**config.mk**
```make
export PLATFORM = sky130hd
export DESIGN_NAME = bitwrite_queue
export DESIGN_NICKNAME = d
export VERILOG_FILES = /design/src/rtl/bitwrite_pkg.sv /design/src/rtl/bitwrite_fifo.sv /design/src/rtl/bitwrite_queue.sv
export SDC_FILE = /design/constraint.sdc
export NUM_CORES = 1
export LEC_CHECK = 0
export BUFFER_PORTS_ARGS = -buffer_cell sky130_fd_sc_hd__buf_2
export CORE_AREA = 2 2 113 115
export DETAILED_ROUTE_END_ITERATION = 7
export DIE_AREA = 0 0 115 117
export GPL_ROUTABILITY_DRIVEN = 0
export HOLD_SLACK_MARGIN = 0.03
export PLACE_DENSITY = 0.68
export SLEW_MARGIN = 30
export SYNTH_ARGS = -nofsm -noshare
export SYNTH_HDL_FRONTEND = slang
export SYNTH_SLANG_ARGS = --single-unit
```
**constraint.sdc**
```tcl
create_clock -name CLK -period 6.25 [get_ports CLK]
set_clock_uncertainty 0.1 [all_clocks]
set_input_delay 0.9375 -clock CLK [delete_from_list [all_inputs] [get_ports CLK]]
set_output_delay 0.9375 -clock CLK [all_outputs]
set_load 0.005 [all_outputs]
```
**src/rtl/bitwrite_pkg.sv**
```systemverilog
// Shared types for the bit-RAM write queue: FSM states, queue entry layout
// and the saturation point of the request age counter.
package bitwrite_pkg;

  localparam int ADDR_W_DEFAULT = 16;

  typedef enum logic [1:0] {
    IDLE = 2'd0,
    REQ  = 2'd1,
    HOLD = 2'd2
  } bw_state_e;

  typedef struct packed {
    logic [ADDR_W_DEFAULT-1:0] addr;
    logic                      data;
  } bw_entry_t;

  // The first genuine ACK arrives two cycles after WE rises.
  localparam logic [1:0] AGE_SAT = 2'd2;

endpackage

```
**src/rtl/bitwrite_fifo.sv**
```systemverilog
// Register-based ring buffer holding pending bit writes; head is read
// straight from the storage registers so it stays stable until popped.
module bitwrite_fifo
  import bitwrite_pkg::*;
#(
  parameter int  DEPTH   = 8,
  parameter type entry_t = bw_entry_t,
  localparam int PTR_W   = $clog2(DEPTH)
) (
  input  logic           clk,
  input  logic           srst,
  input  logic           push,
  input  entry_t         push_entry,
  input  logic           pop,
  output entry_t         head,
  output logic [PTR_W:0] count,
  output logic           full
);

  entry_t           mem_reg [DEPTH];
  logic [PTR_W-1:0] wr_ptr_reg;
  logic [PTR_W-1:0] rd_ptr_reg;
  logic [PTR_W:0]   count_reg;
  logic             push_ok;
  logic             pop_ok;

  assign full    = (count_reg == (PTR_W+1)'(DEPTH));
  assign push_ok = push && !full;
  assign pop_ok  = pop && (count_reg != '0);
  assign head    = mem_reg[rd_ptr_reg];
  assign count   = count_reg;

  // Storage carries no reset; the head is only observed while entries exist.
  for (genvar gi = 0; gi < DEPTH; gi++) begin : g_slot
    always_ff @(posedge clk) begin
      if (push_ok && (wr_ptr_reg == PTR_W'(gi))) begin
        mem_reg[gi] <= push_entry;
      end
    end
  end

  always_ff @(posedge clk) begin
    if (srst) begin
      wr_ptr_reg <= '0;
      rd_ptr_reg <= '0;
      count_reg  <= '0;
    end else begin
      if (push_ok) begin
        wr_ptr_reg <= wr_ptr_reg + PTR_W'(1);
      end
      if (pop_ok) begin
        rd_ptr_reg <= rd_ptr_reg + PTR_W'(1);
      end
      case ({push_ok, pop_ok})
        2'b10:   count_reg <= count_reg + (PTR_W+1)'(1);
        2'b01:   count_reg <= count_reg - (PTR_W+1)'(1);
        default: count_reg <= count_reg;
      endcase
    end
  end

endmodule

```
**src/rtl/bitwrite_queue.sv**
```systemverilog
// Per-core buffered bit-write front-end: queues core writes and hands the
// head entry to the arbiter, holding it until an ACK that can be genuine.
module bitwrite_queue
  import bitwrite_pkg::*;
#(
  parameter int  DEPTH  = 8,
  parameter int  ADDR_W = ADDR_W_DEFAULT,
  localparam int CNT_W  = $clog2(DEPTH) + 1
) (
  input  logic              CLK,
  input  logic              RESET_N,
  input  logic              BITWRITEQUEUE_PUSH,
  input  logic              BITWRITEQUEUE_PUSH_DATA,
  input  logic [ADDR_W-1:0] BITWRITEQUEUE_PUSH_ADDR,
  output logic              BITWRITEQUEUE_READY,
  output logic              BITWRITEQUEUE_WE,
  output logic              BITWRITEQUEUE_WriteDATA,
  output logic [ADDR_W-1:0] BITWRITEQUEUE_WriteADDR,
  input  logic              BITWRITEQUEUE_ACK,
  output logic [CNT_W-1:0]  BITWRITEQUEUE_COUNT,
  output logic              BITWRITEQUEUE_IDLE
);

  typedef struct packed {
    logic [ADDR_W-1:0] addr;
    logic              data;
  } entry_t;

  bw_state_e        state_reg;
  bw_state_e        state_next;
  logic [1:0]       age_reg;
  logic [1:0]       age_next;
  logic             we_reg;
  logic             srst;
  logic             push_ok;
  logic             ack_ok;
  logic             pop;
  logic             fifo_full;
  logic [CNT_W-1:0] fifo_count;
  entry_t           push_entry;
  entry_t           head;

  assign srst       = !RESET_N;
  assign push_ok    = BITWRITEQUEUE_PUSH && !fifo_full;
  assign push_entry = '{addr: BITWRITEQUEUE_PUSH_ADDR, data: BITWRITEQUEUE_PUSH_DATA};
  // Early ACKs belong to an earlier request's duplicate grant, so ignore them.
  assign ack_ok     = (state_reg == REQ) && (age_reg >= AGE_SAT) && BITWRITEQUEUE_ACK;
  assign pop        = (state_reg == HOLD);

  bitwrite_fifo #(
    .DEPTH   (DEPTH),
    .entry_t (entry_t)
  ) u_fifo (
    .clk        (CLK),
    .srst       (srst),
    .push       (BITWRITEQUEUE_PUSH),
    .push_entry (push_entry),
    .pop        (pop),
    .head       (head),
    .count      (fifo_count),
    .full       (fifo_full)
  );

  always_ff @(posedge CLK) begin
    if (!RESET_N) begin
      state_reg <= IDLE;
      age_reg   <= '0;
      we_reg    <= 1'b0;
    end else begin
      state_reg <= state_next;
      age_reg   <= age_next;
      we_reg    <= (state_next == REQ);
    end
  end

  always_comb begin
    state_next = state_reg;
    case (state_reg)
      IDLE: if (fifo_count != '0) state_next = REQ;
      REQ:  if (ack_ok) state_next = HOLD;
      // The head pops this edge; a same-cycle push also counts as remaining work.
      HOLD: state_next = ((fifo_count > CNT_W'(1)) || push_ok) ? REQ : IDLE;
      default: state_next = IDLE;
    endcase
  end

  always_comb begin
    age_next = 2'd0;
    if ((state_reg == REQ) && (state_next == REQ)) begin
      age_next = (age_reg >= AGE_SAT) ? age_reg : age_reg + 2'd1;
    end
  end

  assign BITWRITEQUEUE_WE        = we_reg;
  assign BITWRITEQUEUE_WriteADDR = (state_reg != IDLE) ? head.addr : '0;
  assign BITWRITEQUEUE_WriteDATA = (state_reg != IDLE) ? head.data : 1'b0;
  assign BITWRITEQUEUE_READY     = !fifo_full;
  assign BITWRITEQUEUE_COUNT     = fifo_count;
  assign BITWRITEQUEUE_IDLE      = (fifo_count == '0) && (state_reg == IDLE);

endmodule
```
Word level (Yosys, flattened, before mapping)
Memory sizes are Yosys's and may differ from the RTL's. A register that Yosys moved wholly into a read port is not among the register bits.
Cells that the tools add are included.
{"block": "classes", "add_sub_neg": 5, "magnitude_cmp": 2, "eq_ne": 13, "mux": 46, "n_reduce_logical": 30}
{"cell": "17-bit 2-to-1 mux", "count": 7}
{"cell": "17-bit OR reduction", "count": 7}
{"cell": "3-bit 2-to-1 mux", "count": 9}
{"cell": "1-bit 2-to-1 mux", "count": 25}
{"cell": "16-bit 2-to-1 mux", "count": 1}
{"cell": "1-bit logical AND", "count": 14}
{"cell": "3-bit equality test (second input constant)", "count": 4}
{"cell": "4-bit case mux with 2 select lines", "count": 1}
{"cell": "3-bit by 1-bit adder with 3-bit output (second input constant)", "count": 2}
{"cell": "2-bit by 1-bit equality test with 1-bit output (second input constant)", "count": 3}
{"cell": "3-bit by 2-bit equality test with 1-bit output (second input constant)", "count": 2}
{"cell": "2-bit case mux with 3 select lines", "count": 1}
{"cell": "4-bit by 1-bit adder with 4-bit output (second input constant)", "count": 1}
{"cell": "2-bit equality test (second input constant)", "count": 2}
{"cell": "4-bit equality test (second input constant)", "count": 1}
{"cell": "4-bit by 1-bit > comparator with 1-bit output (second input constant)", "count": 1}
{"cell": "4-bit logical NOT", "count": 1}
{"cell": "2-bit 2-to-1 mux", "count": 2}
{"cell": "2-bit nonzero test", "count": 2}
{"cell": "4-bit nonzero test", "count": 1}
{"cell": "4-bit by 1-bit subtractor with 4-bit output (second input constant)", "count": 1}
{"cell": "3-bit by 1-bit equality test with 1-bit output (second input constant)", "count": 1}
{"cell": "3-bit logical NOT", "count": 1}
{"cell": "2-bit by 1-bit adder with 2-bit output (second input constant)", "count": 1}
{"cell": "5 further kinds", "count": 5}
{"block": "word_totals", "ff_bits": 15, "ramBits": 136, "in_bits": 21, "out_inout_bits": 24, "memories": 1}
{"memory": "u_fifo.mem_reg", "depth": 8, "width": 17, "rd": 1, "rd_ports_with_merged_regs": 1, "wr": 1, "line": "bitwrite_fifo.sv:20", "rtl": "entry_t mem_reg [DEPTH];"}

Longest topological paths before layout
Gate-level depths: netlist of run 1.
{"block": "depth", "word_depth": 14, "depth_mapped": 9, "mapped_depth_nobuf": 9}

Modules after synthesis
A second synthesis of run 1 with hierarchy kept.
{"block": "unflattened", "cells_unflattened": 318, "hier_area_um2": 6263.5}
{"module": "bitwrite_fifo", "instances": 1, "cells_each": 273, "area_per_inst_um2": 5916.9}
{"module": "bitwrite_queue", "instances": 1, "cells_each": 45, "area_per_inst_um2": 346.6}

Least setup slack after synthesis of run 1
Ideal clock, no wire load.
{"block": "synth_path", "path_type": "flip-flop to output port", "startpoint": "register (tool-made name)", "endpoint": "output port BITWRITEQUEUE_WriteADDR[10]", "arrival_ns": 1.325, "t_required_ns": 5.213, "setup_slack_ns": 3.888, "stages_incl_launch_ff": 5, "path_cell_list": "dfxtp_1 -> buf_6 -> buf_6 -> mux4_1 -> a22o_1"}
{"element": "end: declaration", "line": "bitwrite_queue.sv:18", "rtl": "output logic [ADDR_W-1:0] BITWRITEQUEUE_WriteADDR,"}

==> run metrics, run 1 <==
ANT nets after route=0; internal power=approximately 1.7 mW; Synth Register Bits=~150; Final TNS setup=0 ns; TritonCTS clock tree=built; Via density=between 5 and 6; worst reg2reg setup slack=~3.6 ns; syn_area_per_cell=~20 um^2; Tot Pwr=2.15 mW; CTS max path bufs=2; Horiz. Die Dim=roughly 120 um; Final nets=397; Clk pwr share=0.419; leakage power=roughly 2.4 nW; Top FF cell, synth=edfxtp_1; post-synth top area cell=edfxtp_1; global route overflow=0; min-delay src=u_fifo.rd_ptr_reg[2]; synthesized area=about 0.006 mm^2; synthesis-to-finish area growth=14.1%; Area contributors post-synth=edfxtp_1 (67%), mux4_1 (6.9%), mux4_2 (6.6%); CORE AREA=about 0.012 mm^2; worst-case reg-to-reg path depth=5; CTS clk-pin slew, worst paths=0.06 ns; CTS sink cnt=154; largest net degree at the start of global routing=35; vias in the first global route=between 3000 and 4000; critical path type=reg -> out; Resized cells post-CTS=0; Synth Instances=roughly 310; Post-synth top cells=edfxtp_1 (136), dfxtp_1 (18), mux4_2 (18); EDFF count, synth=roughly 140; Slew headroom=0.365; hold-fix buffers at CTS=0; startpoint types=flop; ys async rst share=0; Final Max Slew Viols=0; Arr. time, crit path=between 2 and 2.5 ns; placed cells=slightly below 500; H-tree depth=4; Setup Slack @ Placement=3.10 ns; hold_ws=about 0.38 ns; Synth Warn #=0; drt pass-1 iters=5; P_sw=~440 uW; CP Max Fanout=18; total CTS buffers=17; clock latency at the later pin of the worst-skew pair=0.41 ns; WL/cell=between 20 and 25 um; RSZ-0062 raised after global routing=no; 1st-iter DRT viols=about 220; WHS Path Cells=2; top-count cell post-synth=edfxtp_1; Synth top area share=0.667; Starting Density=0.497; first-pass GRT wire length=roughly 16000 um; Worst Max-Slew Pin Slew=approximately 0.95 ns; final setup fails=0; antenna violations before repair=0; count of unique library cells instantiated by Yosys=33; Comb pwr share=0.046; antenna cells=0; I/O Pins=45; Vert. Die Dim=between 100 and 150 um; Total GRT Usage=0.167; max-cap viol count=0; clk root buf=clkbuf_16; final critical-path share of the clock period=0.563; CP Data Required Time=approximately 5.2 ns; final non-filler cell total=526; drt total wl=approximately 11000 um; post-DP HPWL=6210 um; pwr dens=around 310 mW/mm^2; Worst setup EP type=output pin; Switching Fraction=0.202; final setup margin=~2.7 ns; maximum vdd drop=~0.14 mV; post-synthesis sequential area ratio=0.726; DRC Markers=0; max reg flops=roughly 140; Core Rows=41; Die Area=around 0.013 mm^2; Flop pwr share=0.535; syn_nets=342; via count=2987; FMAX=between 200 and 300 MHz; outcome=completed; Hold Path Class=reg -> reg; Final Critical Period=roughly 3.5 ns; final hold vios=0; fraction of layout cells with a size suffix above 1=0.269; R2R Path End=u_fifo.mem_reg[1][11]; fill count=917; Post CTS Setup Buffer Count=0; R2R Path Start=u_fifo.count[0]; input/output buffers=44
==> final cells by class <==
| type | instances | area (um^2) | area share |
|---|---|---|---|
| Sequential cell | 154 | 4450 | 0.636 |
| Multi-Input combinational cell | 132 | 1550 | 0.221 |
| Clock buffer | 19 | 433 | 0.0620 |
| Timing Repair Buffer | 48 | 250 | 0.0358 |
| Tap cell | 150 | 188 | 0.0269 |
| Clock inverter | 12 | 83.8 | 0.0120 |
| Inverter | 11 | 41.3 | 0.00591 |
==> cells in the final DEF, fill, tap and decap left out, types with 3 or more instances in the layout <==
cell type,count
or3_1,4
mux2i_1,3
o21ai_0,7
mux4_2,18
clkinv_1,3
nor2_1,8
a21oi_1,13
and3_2,7
nand2b_1,3
ha_1,12
clkbuf_16,17
mux4_1,16
buf_4,4
nand3_1,4
inv_1,11
buf_2,44
edfxtp_1,136
dfxtp_1,17
a22o_1,17
clkinv_2,7
==> worst max-delay path, stage by stage, from the launching register on <==
cell and delay, ns:
dfxtp_2 0.68, buf_4 0.43, mux4_2 0.55, a22o_1 0.26, buf_2 0.13
==> worst max-delay path by stage <==
stage                     start                           to  slack, ns  cells past startpoint
after CTS                  flop   BITWRITEQUEUE_WriteADDR[7]       2.65                      4
after floorplan            flop  BITWRITEQUEUE_WriteADDR[10]       3.89                      4
final                      flop   BITWRITEQUEUE_WriteADDR[9]       2.73                      4
after detailed placement   flop   BITWRITEQUEUE_WriteADDR[7]       3.10                      4
after global placement     flop   BITWRITEQUEUE_WriteADDR[7]       3.12                      4
after global routing       flop   BITWRITEQUEUE_WriteADDR[4]       2.57                      4
==> power by group through the flow <==
stage | Sequential [mW] | Combinational, mW | Clock [mW]
final | 1.15 | 0.0987 | 0.903
after global routing | 1.15 | 0.111 | 0.956
after CTS | 1.15 | 0.102 | 0.917
after detailed placement | 1.17 | 0.101 | 0
after global placement | 1.17 | 0.0972 | 0
after floorplan | 1.17 | 0.0533 | 0
==> layer usage <==
layer  track usage  up-vias  wire, um
met2         0.277       54      5380
met4        0.0651        0       130
met1         0.213     1533      4670
met3        0.0463        9       450
li1              -     1391         -
met5             0        -         0
==> cells by family after synthesis <==
logic type,Yosys count,synth area share
xor+xnor,2,0.00286
compound gates,41,0.0458
fa+ha+maj,12,0.0245
buf+inv,23,0.0229
simple gates,40,0.0380
mux,37,0.140
flops,154,0.726
==> per-stage QoR <==
step | utilization | cell area [um^2]
detailed placement | 0.525 | 6470
floorplan | - | 6120
global placement | 0.525 | 6460
CTS | 0.567 | 6980
global route | 0.567 | 6990
finish | 0.567 | 6990
Power figures use the tool's default switching activity.
==> run 2, diff against run 1 <==
- clock period: 6.25 -> 3.6 ns (I/O delays scaled with it)
==> run 2 against run 1 <==
  * Via count increased by 2.1%
  * Die area unchanged
  * Highest routed layer unchanged
  * Core utilization rose by 0.72 points
  * Final area increased by 1.3%
  * Non-clock buffer count grew 8
  * Sequential power increased by 74%
  * Critical path type unchanged
  * Global-route usage is 0.64 points higher
  * Clock-buffer cell count unchanged
==> run metrics, run 2 (synthesis results as in run 1) <==
post-DP HPWL=6350 um; maximum vdd drop=around 0.32 mV; final critical-path share of the clock period=0.812; Final Critical Period=2.92 ns; Core Rows=between 40 and 50; Horiz. Die Dim=about 120 um; placed cells=503; vias in the first global route=about 3000; WL/cell=20.6 um; global route overflow=0; I/O Pins=45; Total GRT Usage=0.174; CP Max Fanout=20; outcome=completed; max-cap viol count=0; max reg flops=136; drt total wl=11000 um; Worst Max-Slew Pin Slew=roughly 0.57 ns; max incr delay on CP=approximately 0.66 ns; leakage power=2.50 nW; Top Usage Layer GRT=met2; DRC Markers=0; CTS max path bufs=2; fraction of layout cells with a size suffix above 1=0.261; Starting Density=0.497; CTS clk-pin slew, worst paths=about 0.060 ns; FMAX=approximately 340 MHz; via count=about 3000; Resized cells post-CTS=0; grt met1 use=0.219; final non-filler cell total=approximately 530; final hold vios=0; CTS sink cnt=between 150 and 200; startpoint types=flop; Arr. time, crit path=2.28 ns; Via density=between 5 and 6; drt pass-1 iters=4; H-tree depth=4; Final Max Slew Viols=0; TritonCTS clock tree=built; CP Data Required Time=roughly 3.0 ns; Final nets=405; Slew headroom=0.618; cells along the critical path=buf_12 -> mux4_2 -> a22o_1 -> buf_2; final setup fails=0; first-pass GRT wire length=16500 um; commonest non-fill, non-tap cell in the layout=edfxtp_1; Die Area=0.0135 mm^2; GR Layer Usage met3=0.0510; clock latency at the later pin of the worst-skew pair=about 0.4 ns; CORE AREA=~0.012 mm^2; Vert. Die Dim=117 um; pwr dens=around 540 mW/mm^2; hold-fix buffers at CTS=0; largest net degree at the start of global routing=35; Seq. cell area=0.00445 mm^2; area occupied by multi-input gates=0.00154 mm^2; 1st-iter DRT viols=319; Worst setup EP type=output pin; Hold Path Class=in -> reg; antenna violations before repair=1; Placement Cell Area=approximately 0.0065 mm^2; CP max-delay cell=dfxtp_2; fin area=0.00708 mm^2; synthesis-to-finish area growth=15.6%; most frequent cells in the layout=edfxtp_1 (136), buf_2 (44), mux4_2 (18); Worst Path Buf+Inv=2; Final TNS setup=0 ns; fill count=between 900 and 1000; met2 usage=0.283; CP top delay family=flip-flops; clk root buf=clkbuf_16; input/output buffers=44; critical path type=reg -> out; ANT nets after route=0; RSZ-0062 raised after global routing=no; total CTS buffers=17; Post CTS Setup Buffer Count=0
## run 2: cell types whose count changed in the layout (fill, tap and decap cells not counted), sizes merged
cell and delta:
buf +8, diode +1, clkinv -2, bufinv +1
## run 2: path summary, 6_finish.rpt
kind,endpoint,cells after the start,start,slack (ns)
max reg2reg,u_fifo.mem_reg[6][16],6,u_fifo.count[0],1.00
min,u_fifo.mem_reg[6][9],1,BITWRITEQUEUE_PUSH_ADDR[8],0.29
max,BITWRITEQUEUE_WriteADDR[13],4,flop,0.68
min reg2reg,u_fifo.rd_ptr_reg[2],2,u_fifo.rd_ptr_reg[2],0.40
## run 2: cell type report
cell class / count / area share
multi-input cells: 132 / 0.217
inverters: 11 / 0.00584
clock buffers: 19 / 0.0612
diodes: 1 / 0.000354
well taps: 150 / 0.0265
flip-flops and latches: 154 / 0.628
repair buffers: 56 / 0.0456
clock inverters: 11 / 0.0150
## run 2: report_power, final
group,leakage [nW],switching [mW],total (mW),internal [mW]
Clock,0.262,0.637,1.63,0.997
Sequential,1.38,0.0164,2.00,1.98
Combinational,0.853,0.101,0.176,0.0745
Total,2.50,0.754,3.81,3.06
## run 2: per-layer routing
layer,vias up,part of all wire
met1,1574,0.45
met3,14,0.046
met4,0,0.013
met2,61,0.49
met5,-,0
li1,1400,-
## run 2: through the flow
stage,power [mW],util,hold WS (ns),setup WS [ns]
after CTS,3.83,0.574,0.279,0.626
after detailed placement,2.22,0.531,0.374,0.997
after global placement,2.21,0.531,0.374,1.04
after global routing,3.92,0.574,0.293,0.550
after floorplan,2.13,-,0.349,1.40
final,3.81,0.575,0.288,0.676
==> run 3, diff against run 2 <==
- clock period: 3.6 -> 2.75 ns (I/O delays scaled with it)
==> run 3 against run 2 <==
  * Final cell count is 0.75% higher
  * Wire length is 0.79% higher
  * Final area is 1.0% higher
  * Sequential cell count stayed put
  * Die area stayed put
  * Clock power is 44% higher
  * Via count is 1.2% higher
  * Core utilization is 0.58 points higher
  * Sequential share of layout area is 0.63 points lower
  * Worst setup slack worse by 0.56 ns
  * Register-to-register slack worse by 0.69 ns
  * Total power is 36% higher
==> run metrics, run 3 (synthesis results as in run 1) <==
Post CTS Setup Buffer Count=0; Slew headroom=0.676; max-cap viol count=0; hold-fix buffers at CTS=0; Via density=5.74; Worst setup EP type=output pin; drt total wl=roughly 11000 um; maximum vdd drop=0.409 mV; final critical-path share of the clock period=0.958; Total GRT Usage=0.173; fill count=~910; CTS max path bufs=2; Final Critical Period=2.63 ns; final setup fails=0; via count=3086; CTS clk-pin slew, worst paths=~0.06 ns; synthesis-to-finish area growth=16.8%; startpoint types=flop; outcome=completed; Setup Slack @ Placement=around 0.36 ns; critical path type=reg -> out; CP Max Fanout=21; post-DP HPWL=between 6000 and 7000 um; TritonCTS clock tree=built; Final nets=around 410; H-tree depth=4; Final TNS setup=0 ns; 1st-iter DRT viols=~320; CTS sink cnt=around 150; input/output buffers=44; final setup margin=between 0.1 and 0.15 ns; RSZ-0062 raised after global routing=no; global route overflow=0; clk root buf=clkbuf_16; area occupied by multi-input gates=approximately 0.0015 mm^2; fraction of layout cells with a size suffix above 1=0.269; antenna violations before repair=1; DRC Markers=0; Starting Density=0.497; I/O Pins=45; drt pass-1 iters=4; Seq. cell area=approximately 0.0044 mm^2; Horiz. Die Dim=around 120 um; largest net degree at the start of global routing=35; Die Area=0.0135 mm^2; Hold Path Class=in -> reg; Core Rows=between 40 and 50; Worst Max-Slew Pin Slew=approximately 0.5 ns; FMAX=380 MHz; first-pass GRT wire length=roughly 17000 um; clock latency at the later pin of the worst-skew pair=0.42 ns; CORE AREA=about 0.012 mm^2; CP Data Required Time=~2.2 ns; vias in the first global route=3007; leakage power=approximately 2.5 nW; Final Max Slew Viols=0; WL/cell=slightly above 20 um; commonest non-fill, non-tap cell in the layout=edfxtp_1; Tot Pwr=about 5.2 mW; max reg flops=136; Resized cells post-CTS=0; Arr. time, crit path=roughly 2.1 ns; total CTS buffers=17; Vert. Die Dim=roughly 120 um; ANT nets after route=0; final hold vios=0; pwr dens=approximately 730 mW/mm^2; most frequent cells in the layout=edfxtp_1 (136), buf_2 (44), mux4_2 (18)
## run 3: changes by cell type in the layout (fill, tap and decap cells not counted)
cell and delta:
clkinv_2 +1, bufinv_16 +2, clkinvlp_4 -1, buf_4 +3, clkinv_4 -1
## run 3: area by class of cell
cell class              count  area share
clock inverters            12      0.0217
flip-flops and latches    154       0.622
clock buffers              19      0.0606
multi-input cells         132       0.215
repair buffers             59      0.0483
inverters                  11     0.00578
well taps                 150      0.0263
diodes                      1    0.000350
## run 3: per-layer routing
metal	wire [um]	vias to the layer above	GRT usage
li1	-	1414	-
met1	4640	1571	0.222
met2	5540	89	0.280
met3	734	12	0.0505
met4	155	0	0.0747
met5	0	-	0
## run 3: final timing paths
kind | from | to | slack, ns | depth (start not counted)
min reg2reg | u_fifo.rd_ptr_reg[2] | flop | 0.39 | 2
max reg2reg | u_fifo.count[0] | u_fifo.count[2] | 0.31 | 8
max | flop | BITWRITEQUEUE_WriteADDR[1] | 0.12 | 4
min | BITWRITEQUEUE_PUSH_ADDR[9] | u_fifo.mem_reg[6][10] | 0.16 | 1
## run 3: power breakdown
| part | internal [mW] | leakage, nW | switching (mW) |
|---|---|---|---|
| logic | 0.0983 | 0.869 | 0.134 |
| clock network | 1.49 | 0.290 | 0.846 |
| registers | 2.60 | 1.38 | 0.0215 |
## run 3: critical path: stages (launching register included)
cell and delay [ns]:
dfxtp_2 0.49, buf_12 0.25, mux4_1 0.56, a22o_1 0.26, buf_2 0.13
## run 3: per-stage QoR
step / instances / hold WS (ns) / cell area, um^2 / util
final: 538 / 0.161 / 7150 / 0.580
after global placement: 506 / 0.371 / 6560 / 0.533
after CTS: 537 / 0.143 / 7140 / 0.580
after detailed placement: 506 / 0.382 / 6560 / 0.533
after floorplan: 309 / 0.349 / 6120 / -
after global routing: 537 / 0.173 / 7140 / 0.580
